--- config.mk ---
export PLATFORM = sky130hd
export DESIGN_NAME = ex_mem_stage
export DESIGN_NICKNAME = d
export VERILOG_FILES = /design/src/rtl/ex_mem_stage.sv
export SDC_FILE = /design/constraint.sdc
export NUM_CORES = 1
export LEC_CHECK = 0
export CAP_MARGIN = 40
export CELL_PAD_IN_SITES_DETAIL_PLACEMENT = 1
export CELL_PAD_IN_SITES_GLOBAL_PLACEMENT = 1
export CORE_ASPECT_RATIO = 0.7
export CORE_MARGIN = 2
export CORE_UTILIZATION = 39
export DETAILED_ROUTE_END_ITERATION = 7
export PLACE_DENSITY_LB_ADDON = 0.05
export SYNTH_ARGS = -nofsm -noshare
export SYNTH_HDL_FRONTEND = slang
export SYNTH_SLANG_ARGS = --single-unit
--- constraint.sdc ---
create_clock -name clk -period 8 [get_ports clk]
set_input_delay 1.6 -clock clk [delete_from_list [all_inputs] [get_ports clk]]
set_output_delay 1.6 -clock clk [all_outputs]
set_load 0.1 [all_outputs]
--- src/rtl/ex_mem_stage.sv ---
// ---------------------------------------------------------------------------
// ex_mem_stage
//   Execute stage of the 5-stage RISC-V pipeline together with the EX/MEM
//   pipeline register. Decodes ALU control, forwards operands from EX/MEM and
//   MEM/WB, runs the ALU, evaluates the branch condition and computes the
//   branch target, then registers everything toward the memory stage.
//
// Ports
//   clk, rst                 clock, async active-high reset (clears all regs)
//   ex_ALUOp/ALUSrc          ALU control class and operand-B select
//   ex_regReadData1/2        register-file operands
//   ex_imm, ex_pc            sign-extended immediate, PC of the EX instruction
//   ex_opcode, ex_inst_ALU   opcode and {funct7[5], funct3}
//   fd_Rs1/fd_Rs2            source register indices
//   ex_wt_*                  control bits passed through to MEM
//   wb_regWrite/ToWrite/Data MEM/WB write-back, used for forwarding
//   flush                    squash the instruction in EX (controls only)
//   mem_*                    registered EX/MEM outputs
// ---------------------------------------------------------------------------
module ex_mem_stage #(
   parameter int REG_NUM_BITWIDTH = 5,
   parameter int WORD_BITWIDTH    = 32
) (
   input  logic                        clk,
   input  logic                        rst,
   input  logic [1:0]                  ex_ALUOp,
   input  logic                        ex_ALUSrc,
   input  logic [WORD_BITWIDTH-1:0]    ex_regReadData1,
   input  logic [WORD_BITWIDTH-1:0]    ex_regReadData2,
   input  logic [WORD_BITWIDTH-1:0]    ex_imm,
   input  logic [6:0]                  ex_opcode,
   input  logic [3:0]                  ex_inst_ALU,
   input  logic [WORD_BITWIDTH-1:0]    ex_pc,
   input  logic [REG_NUM_BITWIDTH-1:0] fd_Rs1,
   input  logic [REG_NUM_BITWIDTH-1:0] fd_Rs2,
   input  logic                        ex_wt_branch,
   input  logic                        ex_wt_memRead,
   input  logic                        ex_wt_memToReg,
   input  logic                        ex_wt_memWrite,
   input  logic                        ex_wt_regWrite,
   input  logic [REG_NUM_BITWIDTH-1:0] ex_wt_regToWrite,
   input  logic                        wb_regWrite,
   input  logic [REG_NUM_BITWIDTH-1:0] wb_regToWrite,
   input  logic [WORD_BITWIDTH-1:0]    wb_writeData,
   input  logic                        flush,
   output logic [WORD_BITWIDTH-1:0]    mem_aluResult,
   output logic [WORD_BITWIDTH-1:0]    mem_storeData,
   output logic                        mem_zero,
   output logic                        mem_branchTaken,
   output logic [WORD_BITWIDTH-1:0]    mem_branchTarget,
   output logic                        mem_wt_branch,
   output logic                        mem_wt_memRead,
   output logic                        mem_wt_memToReg,
   output logic                        mem_wt_memWrite,
   output logic                        mem_wt_regWrite,
   output logic [REG_NUM_BITWIDTH-1:0] mem_wt_regToWrite
);

   typedef enum logic [3:0] {
      ALU_ADD, ALU_SUB, ALU_SLL, ALU_SLT, ALU_SLTU,
      ALU_XOR, ALU_SRL, ALU_SRA, ALU_OR,  ALU_AND
   } alu_op_e;

   localparam logic [6:0] OPC_RTYPE = 7'b0110011;

   logic [WORD_BITWIDTH-1:0] fwd_a, fwd_b, op_b, alu_result;
   logic [2:0]               funct3;
   logic                     funct7_5;
   logic [4:0]               shamt;
   logic                     lt_s, lt_u, eq, cond;
   alu_op_e                  alu_op;

   assign funct3   = ex_inst_ALU[2:0];
   assign funct7_5 = ex_inst_ALU[3];

   // Forwarding. A load in EX/MEM has no ALU value worth forwarding (its data
   // arrives later), so memRead blocks that path; the upstream bubble then
   // lets MEM/WB supply the loaded value.
   always_comb begin
      fwd_a = ex_regReadData1;
      if (fd_Rs1 != '0) begin
         if (mem_wt_regWrite && !mem_wt_memRead && mem_wt_regToWrite == fd_Rs1)
            fwd_a = mem_aluResult;
         else if (wb_regWrite && wb_regToWrite == fd_Rs1)
            fwd_a = wb_writeData;
      end
   end

   always_comb begin
      fwd_b = ex_regReadData2;
      if (fd_Rs2 != '0) begin
         if (mem_wt_regWrite && !mem_wt_memRead && mem_wt_regToWrite == fd_Rs2)
            fwd_b = mem_aluResult;
         else if (wb_regWrite && wb_regToWrite == fd_Rs2)
            fwd_b = wb_writeData;
      end
   end

   assign op_b  = ex_ALUSrc ? ex_imm : fwd_b;
   assign shamt = op_b[4:0];

   // ALU control decode
   always_comb begin
      alu_op = ALU_ADD;
      case (ex_ALUOp)
         2'b01: alu_op = ALU_SUB;
         2'b10: begin
            case (funct3)
               // I-type ADDI may carry imm[10]=1 in the funct7[5] position
               3'b000: alu_op = (funct7_5 && ex_opcode == OPC_RTYPE) ? ALU_SUB : ALU_ADD;
               3'b001: alu_op = ALU_SLL;
               3'b010: alu_op = ALU_SLT;
               3'b011: alu_op = ALU_SLTU;
               3'b100: alu_op = ALU_XOR;
               3'b101: alu_op = funct7_5 ? ALU_SRA : ALU_SRL;
               3'b110: alu_op = ALU_OR;
               default: alu_op = ALU_AND;
            endcase
         end
         default: alu_op = ALU_ADD;
      endcase
   end

   // ALU
   always_comb begin
      alu_result = '0;
      case (alu_op)
         ALU_ADD:  alu_result = fwd_a + op_b;
         ALU_SUB:  alu_result = fwd_a - op_b;
         ALU_SLL:  alu_result = fwd_a << shamt;
         ALU_SLT:  alu_result = {{(WORD_BITWIDTH-1){1'b0}}, $signed(fwd_a) < $signed(op_b)};
         ALU_SLTU: alu_result = {{(WORD_BITWIDTH-1){1'b0}}, fwd_a < op_b};
         ALU_XOR:  alu_result = fwd_a ^ op_b;
         ALU_SRL:  alu_result = fwd_a >> shamt;
         ALU_SRA:  alu_result = $unsigned($signed(fwd_a) >>> shamt);
         ALU_OR:   alu_result = fwd_a | op_b;
         ALU_AND:  alu_result = fwd_a & op_b;
         default:  alu_result = '0;
      endcase
   end

   // Branch condition always compares the two register operands, never imm
   assign eq   = (fwd_a == fwd_b);
   assign lt_s = ($signed(fwd_a) < $signed(fwd_b));
   assign lt_u = (fwd_a < fwd_b);

   always_comb begin
      cond = 1'b0;
      case (funct3)
         3'b000:  cond = eq;
         3'b001:  cond = !eq;
         3'b100:  cond = lt_s;
         3'b101:  cond = !lt_s;
         3'b110:  cond = lt_u;
         3'b111:  cond = !lt_u;
         default: cond = 1'b0;
      endcase
   end

   // EX/MEM register. Flush clears only control so a squashed slot has no
   // side effects; data fields load regardless.
   always_ff @(posedge clk or posedge rst) begin
      if (rst) begin
         mem_aluResult     <= '0;
         mem_storeData     <= '0;
         mem_zero          <= 1'b0;
         mem_branchTaken   <= 1'b0;
         mem_branchTarget  <= '0;
         mem_wt_branch     <= 1'b0;
         mem_wt_memRead    <= 1'b0;
         mem_wt_memToReg   <= 1'b0;
         mem_wt_memWrite   <= 1'b0;
         mem_wt_regWrite   <= 1'b0;
         mem_wt_regToWrite <= '0;
      end else begin
         mem_aluResult     <= alu_result;
         mem_storeData     <= fwd_b;
         mem_zero          <= (alu_result == '0);
         mem_branchTarget  <= ex_pc + ex_imm;
         mem_wt_regToWrite <= ex_wt_regToWrite;
         if (flush) begin
            mem_branchTaken <= 1'b0;
            mem_wt_branch   <= 1'b0;
            mem_wt_memRead  <= 1'b0;
            mem_wt_memToReg <= 1'b0;
            mem_wt_memWrite <= 1'b0;
            mem_wt_regWrite <= 1'b0;
         end else begin
            mem_branchTaken <= ex_wt_branch && cond;
            mem_wt_branch   <= ex_wt_branch;
            mem_wt_memRead  <= ex_wt_memRead;
            mem_wt_memToReg <= ex_wt_memToReg;
            mem_wt_memWrite <= ex_wt_memWrite;
            mem_wt_regWrite <= ex_wt_regWrite;
         end
      end
   end

endmodule
==> results of run 1 <==
==> routing by layer <==
| metal | GRT overflow | GRT usage, % |
|---|---|---|
| met4 | 10 | 64.8 |
| met1 | 1 | 79.9 |
| met2 | 9 | 88.4 |
| met3 | 1 | 67.5 |
| met5 | 0 | 49.0 |
==> through the flow <==
stage	worst slack, ns	area (um^2)	utilization, %	hold WS, ns
after CTS	0.00565	22200	57.5	0.843
after detailed placement	-0.538	21900	56.7	0.809
after global placement	-0.409	19600	50.8	0.767
after floorplan	0.562	15300	-	1.25
==> cell families after synthesis <==
group                      count (synthesis)
and+or+nand+nor                          651
AOI/OAI and AO/OA                        621
buffers and inverters                    285
adders and majority gates                166
muxes                                    147
DFF                                      108
xor gates and xnor gates                  73
==> what timing repair did <==
item                                    in CTS
pin swaps                                    1
endpoints found under the hold margin        0
setup buffers                                0
endpoints found under the setup margin       6
gates resized for setup                     17
==> results by group, run 1 <==
Synthesis
  – Synth Area in Compound Gates: between 20% and 30%
  – #FFs+latches synth: 108
  – EDFF count, synth: 0
  – Post-synthesis net count: about 2400
  – Commonest cells post-synth: 213 x nor2_1, 168 x nand2_1, 163 x ha_1, 162 x inv_1, 158 x o21ai_0
  – Sequential area share after synthesis: 17.7%
  – Post-Synth Simple-Gate Area: between 10% and 20%
  – Synth top area share: between 10% and 20%
  – Main synth FF type: dfrtp_1
  – Mux cell area share after synthesis: about a tenth
  – Post-synthesis cell type count: 85
  – Mapped Cells: roughly 2000
  – Synth area leader: dfrtp_1
  – Xor-xnor portion of the synthesized cell area: under 10%
  – Combinational family with the most area after synthesis: compound AO/OA/AOI/OAI gates
  – Async SR Flop Fraction: 100%
  – Count leader, synth: nor2_1
  – Largest cells by area after synthesis: dfrtp_1 18%, ha_1 13%, mux2i_1 8.6%
  – Average size of a mapped cell: 7.46 um^2
  – Adder-cell area share of the yosys netlist: between 10% and 20%
  – Mapped cell area: roughly 15000 um^2
  – Synth warn: 0

CTS
  – CTS Buffer Depth: 2
  – Total CTS buffers: 9
  – Clk sink count: approximately 110
  – Cts hold-fix bufs: 0
  – H-tree level count: 3
  – Root buffer cell: clkbuf_16

Placed design
  – HPWL Detailed: 82900 um
  – PortBufs: 310
  – Placed Cells incl. Taps: roughly 3000
  – GPL Wtd Cong: roughly 1.0

Outcome
  – Fail Step: global routing
  – First Err: [ERROR GRT-0232] Routing congestion too high. Check the congestion heatmap in the GUI.
  – Status: aborted with a tool error

Timing
  – Post-GRT worst EP: mem_zero$_DFF_PP0_/D
  – Worst End Pin Type: register data pin

Global routing
  – GRT overflow: 21
  – Largest net degree at the start of global routing: 66
  – Overall Global Routing Usage: between 70% and 80%

Floorplan
  – Die Y: about 170 um
  – FP Rows: 60
  – DIE WIDTH: ~240 um
  – Starting Density: just under 40%
  – Ports: 311
==> run 2, diff against run 1 <==
==> config.mk (replaced) <==
export PLATFORM = sky130hd
export DESIGN_NAME = ex_mem_stage
export DESIGN_NICKNAME = d
export VERILOG_FILES = /design/src/rtl/ex_mem_stage.sv
export SDC_FILE = /design/constraint.sdc
export NUM_CORES = 1
export LEC_CHECK = 0
export CAP_MARGIN = 40
export CORE_MARGIN = 2
export CORE_UTILIZATION = 25
export DETAILED_ROUTE_END_ITERATION = 7
export PLACE_DENSITY_LB_ADDON = 0.15
export SYNTH_ARGS = -nofsm -noshare
export SYNTH_HDL_FRONTEND = slang
export SYNTH_SLANG_ARGS = --single-unit
==> run 2 against run 1 <==
Effect of this change:
- area after synthesis unchanged
- synthesized cell count unchanged
- the run now ends clean
==> results by group, run 2 <==
Synthesis
  – Average size of a mapped cell: around 7.5 um^2
  – Mux cell area share after synthesis: 9.83%
  – Sequential area share after synthesis: between 10% and 20%
  – Commonest cells post-synth: 213 x nor2_1, 168 x nand2_1, 163 x ha_1, 162 x inv_1, 158 x o21ai_0
  – Main synth FF type: dfrtp_1
  – Post-synthesis net count: around 2400
  – Async SR Flop Fraction: between 90% and 100%
  – Synth area leader: dfrtp_1
  – Count leader, synth: nor2_1
  – Xor-xnor portion of the synthesized cell area: about 4.2%
  – Mapped cell area: roughly 15000 um^2
  – Combinational family with the most area after synthesis: compound AO/OA/AOI/OAI gates
  – Adder-cell area share of the yosys netlist: 13.7%
  – Synth Area in Compound Gates: between 20% and 30%
  – Post-Synth Simple-Gate Area: between 10% and 20%
  – Synth warn: 0
  – Post-synthesis cell type count: 85
  – Largest cells by area after synthesis: dfrtp_1 18%, ha_1 13%, mux2i_1 8.6%
  – EDFF count, synth: 0
  – #FFs+latches synth: around 110
  – Synth top area share: around 18%
  – Mapped Cells: between 2000 and 2500

Power and ir drop
  – Worst VDD drop: between 0.08 and 0.09 mV
  – Pleak: between 10 and 15 nW
  – Cell Pwr Density: roughly 190 nW/um^2

Critical path
  – Worst R2R Setup Slack: ~1.5 ns
  – Startpoint Class: input port
  – R2r worst-path depth: 25
  – Slowest stage delay, CP: roughly 0.48 ns
  – CP max FO: 6
  – R2R Path End: mem_zero$_DFF_PP0_
  – Reg2reg start: mem_wt_regToWrite[4]$_DFF_PP0_
  – Crit path required time: approximately 8.3 ns
  – CP endpoint kind: flip-flop
  – Worst path arrival time: between 8 and 9 ns
  – WS Path Type: in2reg
  – Slowest cell on crit path: clkdlybuf4s50_1

Global routing
  – Vias in the first global route: approximately 18000
  – Antenna violations before repair: 1
  – Global-route wire length before repair: around 130000 um
  – GRT overflow: 0
  – Largest net degree at the start of global routing: 53
  – Overall Global Routing Usage: roughly 28%

Floorplan
  – Die area: 63200 um^2
  – Die Y: 251 um
  – Ports: 311
  – DIE WIDTH: around 250 um
  – Starting Density: about a quarter
  – Core Region: 60500 um^2
  – FP Rows: 90

CTS
  – Worst skew pair latency: between 0.3 and 0.4 ns
  – Clk sink count: around 110
  – TritonCTS clock tree: done
  – CTS clk-pin slew, worst paths: approximately 0.080 ns
  – Total CTS buffers: 9
  – CTS Buffer Depth: 2
  – Root buffer cell: clkbuf_16
  – H-tree level count: 3

Cells and area
  – Commonest non-fill, non-tap cell in the layout: clkdlybuf4s50_1
  – Top Registers: mem_aluResult x32, mem_branchTarget x32, mem_storeData x32
  – Commonest cells after routing, fill and taps aside: 309 x clkdlybuf4s50_1, 211 x nor2_1, 202 x buf_4, 168 x nand2_1, 163 x ha_1
  – Layout cells sized above 1: approximately 15%
  – Final nets: 2936
  – Layout area overhead: 51.5%
  – Post-route cell area: between 20000 and 25000 um^2
  – Final Util: between 30% and 40%

Timing
  – Min Hold Slack: around 0.82 ns
  – Clock skew: 0.00955 ns
  – Max-slew violations: 0
  – Period utilization: a little over nine tenths
  – Slew @ Worst Pin: around 0.83 ns
  – Tmin final: 7.69 ns
  – Final Hold Viols: 0
  – Unrepaired setup endpoints after global routing: no
  – Worst setup margin: around 0.31 ns
  – FMAX: roughly 130 MHz
  – Worst slew margin: between 40% and 50%
  – Final setup viols: 0

Min path
  – HP Class: reg2reg
  – WHS Endpoint: mem_storeData[13]$_DFF_PP0_
  – Hold Startpoint: mem_aluResult[13]$_DFF_PP0_
  – Depth of the worst hold-timing path: 4

Detailed routing
  – Total Wirelength: approximately 90000 um
  – Drt wl/cell: 27.3 um
  – Antenna viol nets, final: 0
  – Via-to-Cell Ratio: 5.48
  – Vias: roughly 18000
  – Initial DRC Count: about 1800
  – TritonRoute pass-1 iters: 5
  – DRC viols: 0

Placed design
  – HPWL Detailed: slightly below 80000 um
  – Pre-CTS setup slack: -0.393 ns
  – DP Area: about 23000 um^2
  – GPL Wtd Cong: 0.957
  – PortBufs: between 300 and 400

Outcome
  – Status: finished clean

Run
  – Max Cap Viol: 0
[run 2: how the worst max path moves through the flow]
stage	startpoint	endpoint	slack, ns	cells after the start
6_report	fd_Rs1[4]	mem_zero$_DFF_PP0_	0.31	26
5_1_grt	fd_Rs2[3]	mem_zero$_DFF_PP0_	0.05	27
4_1_cts	fd_Rs1[2]	mem_zero$_DFF_PP0_	0.0006	26
3_5_place_dp	fd_Rs1[2]	mem_zero$_DFF_PP0_	-0.39	26
3_3_place_gp	fd_Rs1[4]	mem_zero$_DFF_PP0_	-0.41	26
2_1_floorplan	fd_Rs2[3]	mem_zero$_DFF_PP0_	0.56	27
[run 2: what timing repair did]
action                     in CTS  in global routing
hold buffers                    0                  0
setup buffers                   0                  0
resized for setup               0                  9
setup endpoints to repair       0                  2
[run 2: logic make-up after synthesis]
group	after synthesis
adder cells (fa/ha/maj)	166
XOR/XNOR	73
AND/OR/NAND/NOR	651
AO/OA/AOI/OAI	621
buffers and inverters	285
multiplexers	147
flip-flops	108
[run 2: final cells by class]
| cell class | count | area (um^2) |
|---|---|---|
| timing repair buffer | 625 | 7070 |
| clock buffer | 11 | 233 |
| sequential | 108 | 2700 |
| fill | 6190 | 37300 |
| clock inverter | 5 | 57.6 |
| inverter | 165 | 623 |
| antenna | 2 | 5.00 |
| multi-input combinational | 1658 | 11500 |
| tap | 782 | 978 |
[run 2: worst max-delay path: cells and delay by family]
kind	cells	cell delay, ns
adders and majority gates	2	0.64
xor gates and xnor gates	1	0.17
buffers and inverters	5	0.98
AOI/OAI and AO/OA	11	2.88
and+or+nand+nor	7	1.75
[run 2: where the power goes]
group	total [mW]	switching, mW	internal (mW)	leakage (nW)
clock	0.494	0.249	0.245	0.144
sequential	0.745	0.0995	0.645	1.27
combinational	3.12	1.90	1.22	8.88
[run 2: through the flow]
| step | total power, mW | TNS, ns | std cells |
|---|---|---|---|
| 2_1_floorplan | 2.31 | 0 | 2051 |
| 3_3_place_gp | 3.33 | -0.470 | 3220 |
| 3_5_place_dp | 3.84 | -0.423 | 3338 |
| 4_1_cts | 4.35 | 0 | 3354 |
| 5_1_grt | 4.53 | 0 | 3355 |
| 6_report | 4.36 | 0 | 3356 |
[run 2: metal layers]
layer	global-route usage (%)	part of all wire (%)
met1	40.3	47
met2	43.4	43
met3	4.28	6.2
met4	10.4	3.4
met5	0	0
Note: power is estimated with default switching activity, not from simulation.
==> run 3, diff against run 2 <==
--- a/config.mk
+++ b/config.mk
@@ -6,10 +6,9 @@
 export NUM_CORES = 1
 export LEC_CHECK = 0
 export CAP_MARGIN = 40
-export CORE_MARGIN = 2
 export CORE_UTILIZATION = 25
 export DETAILED_ROUTE_END_ITERATION = 7
-export PLACE_DENSITY_LB_ADDON = 0.15
+export PLACE_DENSITY = 0.49
 export SYNTH_ARGS = -nofsm -noshare
 export SYNTH_HDL_FRONTEND = slang
 export SYNTH_SLANG_ARGS = --single-unit
==> run 3 against run 2 <==
Effect of this change:
- the run now ends with DRC left
- register-to-register slack gained 0.11 ns
- fmax up 0.31%
- flip-flop and latch count unchanged
- count of clock-buffer cells in the layout fell by 1
- critical path type unchanged
==> results by group, run 3 (synthesized netlist as in run 2, its figures left out) <==
Global routing
  – Largest net degree at the start of global routing: 57
  – Vias in the first global route: around 18000
  – Overall Global Routing Usage: around 28%
  – GR Layer Usage met1: between 30% and 40%
  – Met2 Track Usage GR: approximately two fifths
  – GRT overflow: 0
  – Global-route wire length before repair: approximately 130000 um
  – Antenna violations before repair: 7
  – Most crowded layer after global routing: met2
  – M3 GR Usage: 4.93%

CTS
  – H-tree level count: 3
  – Clk sink count: between 100 and 150
  – TritonCTS clock tree: done
  – Total CTS buffers: 9
  – Postcts setup bufs: 0
  – Root buffer cell: clkbuf_16
  – CTS Buffer Depth: 2
  – Worst skew pair latency: 0.39 ns
  – CTS clk-pin slew, worst paths: approximately 0.09 ns

Detailed routing
  – Vias: ~18000
  – Antenna viol nets, final: 0
  – Via-to-Cell Ratio: approximately 5.5
  – DRC viols: 1
  – TritonRoute pass-1 iters: 8
  – Total Wirelength: between 80000 and 90000 um
  – Drt wl/cell: around 26 um
  – Initial DRC Count: 2175

Placed design
  – PortBufs: 310
  – GPL Wtd Cong: 0.958
  – HPWL Detailed: 73000 um
  – Pre-CTS setup slack: -0.378 ns
  – DP Area: 22700 um^2

Critical path
  – Startpoint Class: input port
  – R2R Path End: mem_zero$_DFF_PP0_
  – Worst R2R Setup Slack: 1.64 ns
  – CP max FO: 9
  – Reg2reg start: mem_wt_memRead$_DFF_PP0_
  – R2r worst-path depth: 24
  – Crit path required time: approximately 8.3 ns
  – WS Path Type: in2reg
  – Worst path arrival time: 7.99 ns
  – CP endpoint kind: flip-flop

Floorplan
  – Starting Density: ~25%
  – Ports: ~310
  – Die area: between 60000 and 70000 um^2
  – Die Y: around 250 um
  – DIE WIDTH: roughly 250 um
  – Core Region: 60500 um^2
  – FP Rows: 90

Cells and area
  – Commonest non-fill, non-tap cell in the layout: clkdlybuf4s50_1
  – Layout cells sized above 1: a little over an eighth
  – Layout area overhead: 50.2%
  – Final nets: 2909
  – Post-route cell area: roughly 23000 um^2
  – Commonest cells after routing, fill and taps aside: 309 x clkdlybuf4s50_1, 211 x nor2_1, 177 x buf_4, 168 x nand2_1, 163 x ha_1
  – Final Util: around two fifths
  – Top Registers: mem_aluResult x32, mem_branchTarget x32, mem_storeData x32

Power and ir drop
  – Cell Pwr Density: 188 nW/um^2
  – P_int: 2.10 mW
  – Switching fraction of total power: 51.6%
  – Worst VDD drop: 0.118 mV
  – P_sw: around 2.2 mW
  – Part of the power in registers: between 15 and 20%
  – Pleak: roughly 10 nW
  – Part of the power in combinational logic: a little under three quarters
  – Clock power share: 11.7%

Timing
  – Slew @ Worst Pin: between 0.9 and 1 ns
  – Unrepaired setup endpoints after global routing: no
  – Final Hold Viols: 0
  – Clock skew: approximately 0.014 ns
  – Final setup viols: 0
  – Tmin final: between 7 and 8 ns
  – Worst setup margin: about 0.33 ns
  – Min Hold Slack: 0.827 ns
  – FMAX: ~130 MHz
  – Period utilization: 95.8%
  – Fin Setup TNS: 0 ns
  – Worst slew margin: 38.1%
  – Max-slew violations: 0

Min path
  – HP Class: reg2reg
  – WHS Endpoint: mem_storeData[4]$_DFF_PP0_
  – Hold Startpoint: mem_aluResult[4]$_DFF_PP0_
  – Depth of the worst hold-timing path: 3

Outcome
  – Violated checks: DRC
  – Status: complete, but fails checks

Run
  – Max Cap Viol: 0
==> run 3: changes by cell type in the layout (fill, tap and decap cells not counted), sizes merged <==
cell and change:
buf -27, clkbuf -1, clkinv -2, clkinvlp +1
inv +2
==> run 3: how the worst max path moves through the flow <==
| stage | startpoint | to | slack (ns) |
|---|---|---|---|
| floorplan | fd_Rs2[3] | mem_zero$_DFF_PP0_ | 0.56 |
| global placement | fd_Rs1[4] | mem_zero$_DFF_PP0_ | -0.40 |
| detailed placement | fd_Rs2[3] | mem_zero$_DFF_PP0_ | -0.38 |
| CTS | fd_Rs2[3] | mem_zero$_DFF_PP0_ | 0.007 |
| global route | fd_Rs2[3] | mem_zero$_DFF_PP0_ | 0.003 |
| finish | fd_Rs1[2] | mem_zero$_DFF_PP0_ | 0.33 |
==> run 3: critical path, cell delays in order <==
cell and delay (ns):
clkdlybuf4s50_1 0.49, xor2_1 0.19, nor4_1 0.37, nand3_1 0.19, a21o_1 0.29, buf_4 0.20
a221o_1 0.38, inv_1 0.15, ha_1 0.26, or3_1 0.34, nor3_1 0.21, o211ai_1 0.21
a311oi_1 0.34, buf_4 0.18, a211oi_2 0.12, o41ai_2 0.43, a21oi_1 0.13, o21bai_1 0.20
nand2_1 0.09, a21oi_1 0.24, a21oi_1 0.18, or4_4 0.63, nor4_1 0.29, nand4_1 0.13
nor2b_1 0.13
==> run 3: power by group through the flow <==
stage	clock (mW)	combinational [mW]	sequential, mW
6_report	0.507	3.09	0.738
2_1_floorplan	0	0.861	1.45
4_1_cts	0.522	3.05	0.737
5_1_grt	0.538	3.21	0.747
3_5_place_dp	0	3.04	0.748
3_3_place_gp	0	2.55	0.747
==> run 3: final cells by class <==
class / instances / area [um^2]
flip-flops and latches: 108 / 2700
repair buffers: 598 / 6860
multi-input cells: 1658 / 11500
clock buffers: 10 / 229
inverters: 165 / 623
well taps: 782 / 978
fillers: 6208 / 37500
clock inverters: 6 / 77.6
diodes: 2 / 5.00
==> run 3: metal layers <==
metal,wire length [um],vias up
li1,-,8454
met1,40600,8978
met2,37400,887
met3,6780,141
met4,3210,4
met5,27,-
==> run 3: stage by stage <==
step                instances  power, mW
CTS                      3327       4.31
floorplan                2051       2.31
detailed placement       3311       3.79
finish                   3329       4.33
global placement         3199       3.29
global route             3329       4.50
==> run 3: repair_timing <==
action                     in CTS  in global routing
setup endpoints to repair       0                  2
hold buffers                    0                  0
resized for setup               0                  6
hold endpoints to repair        0                  0
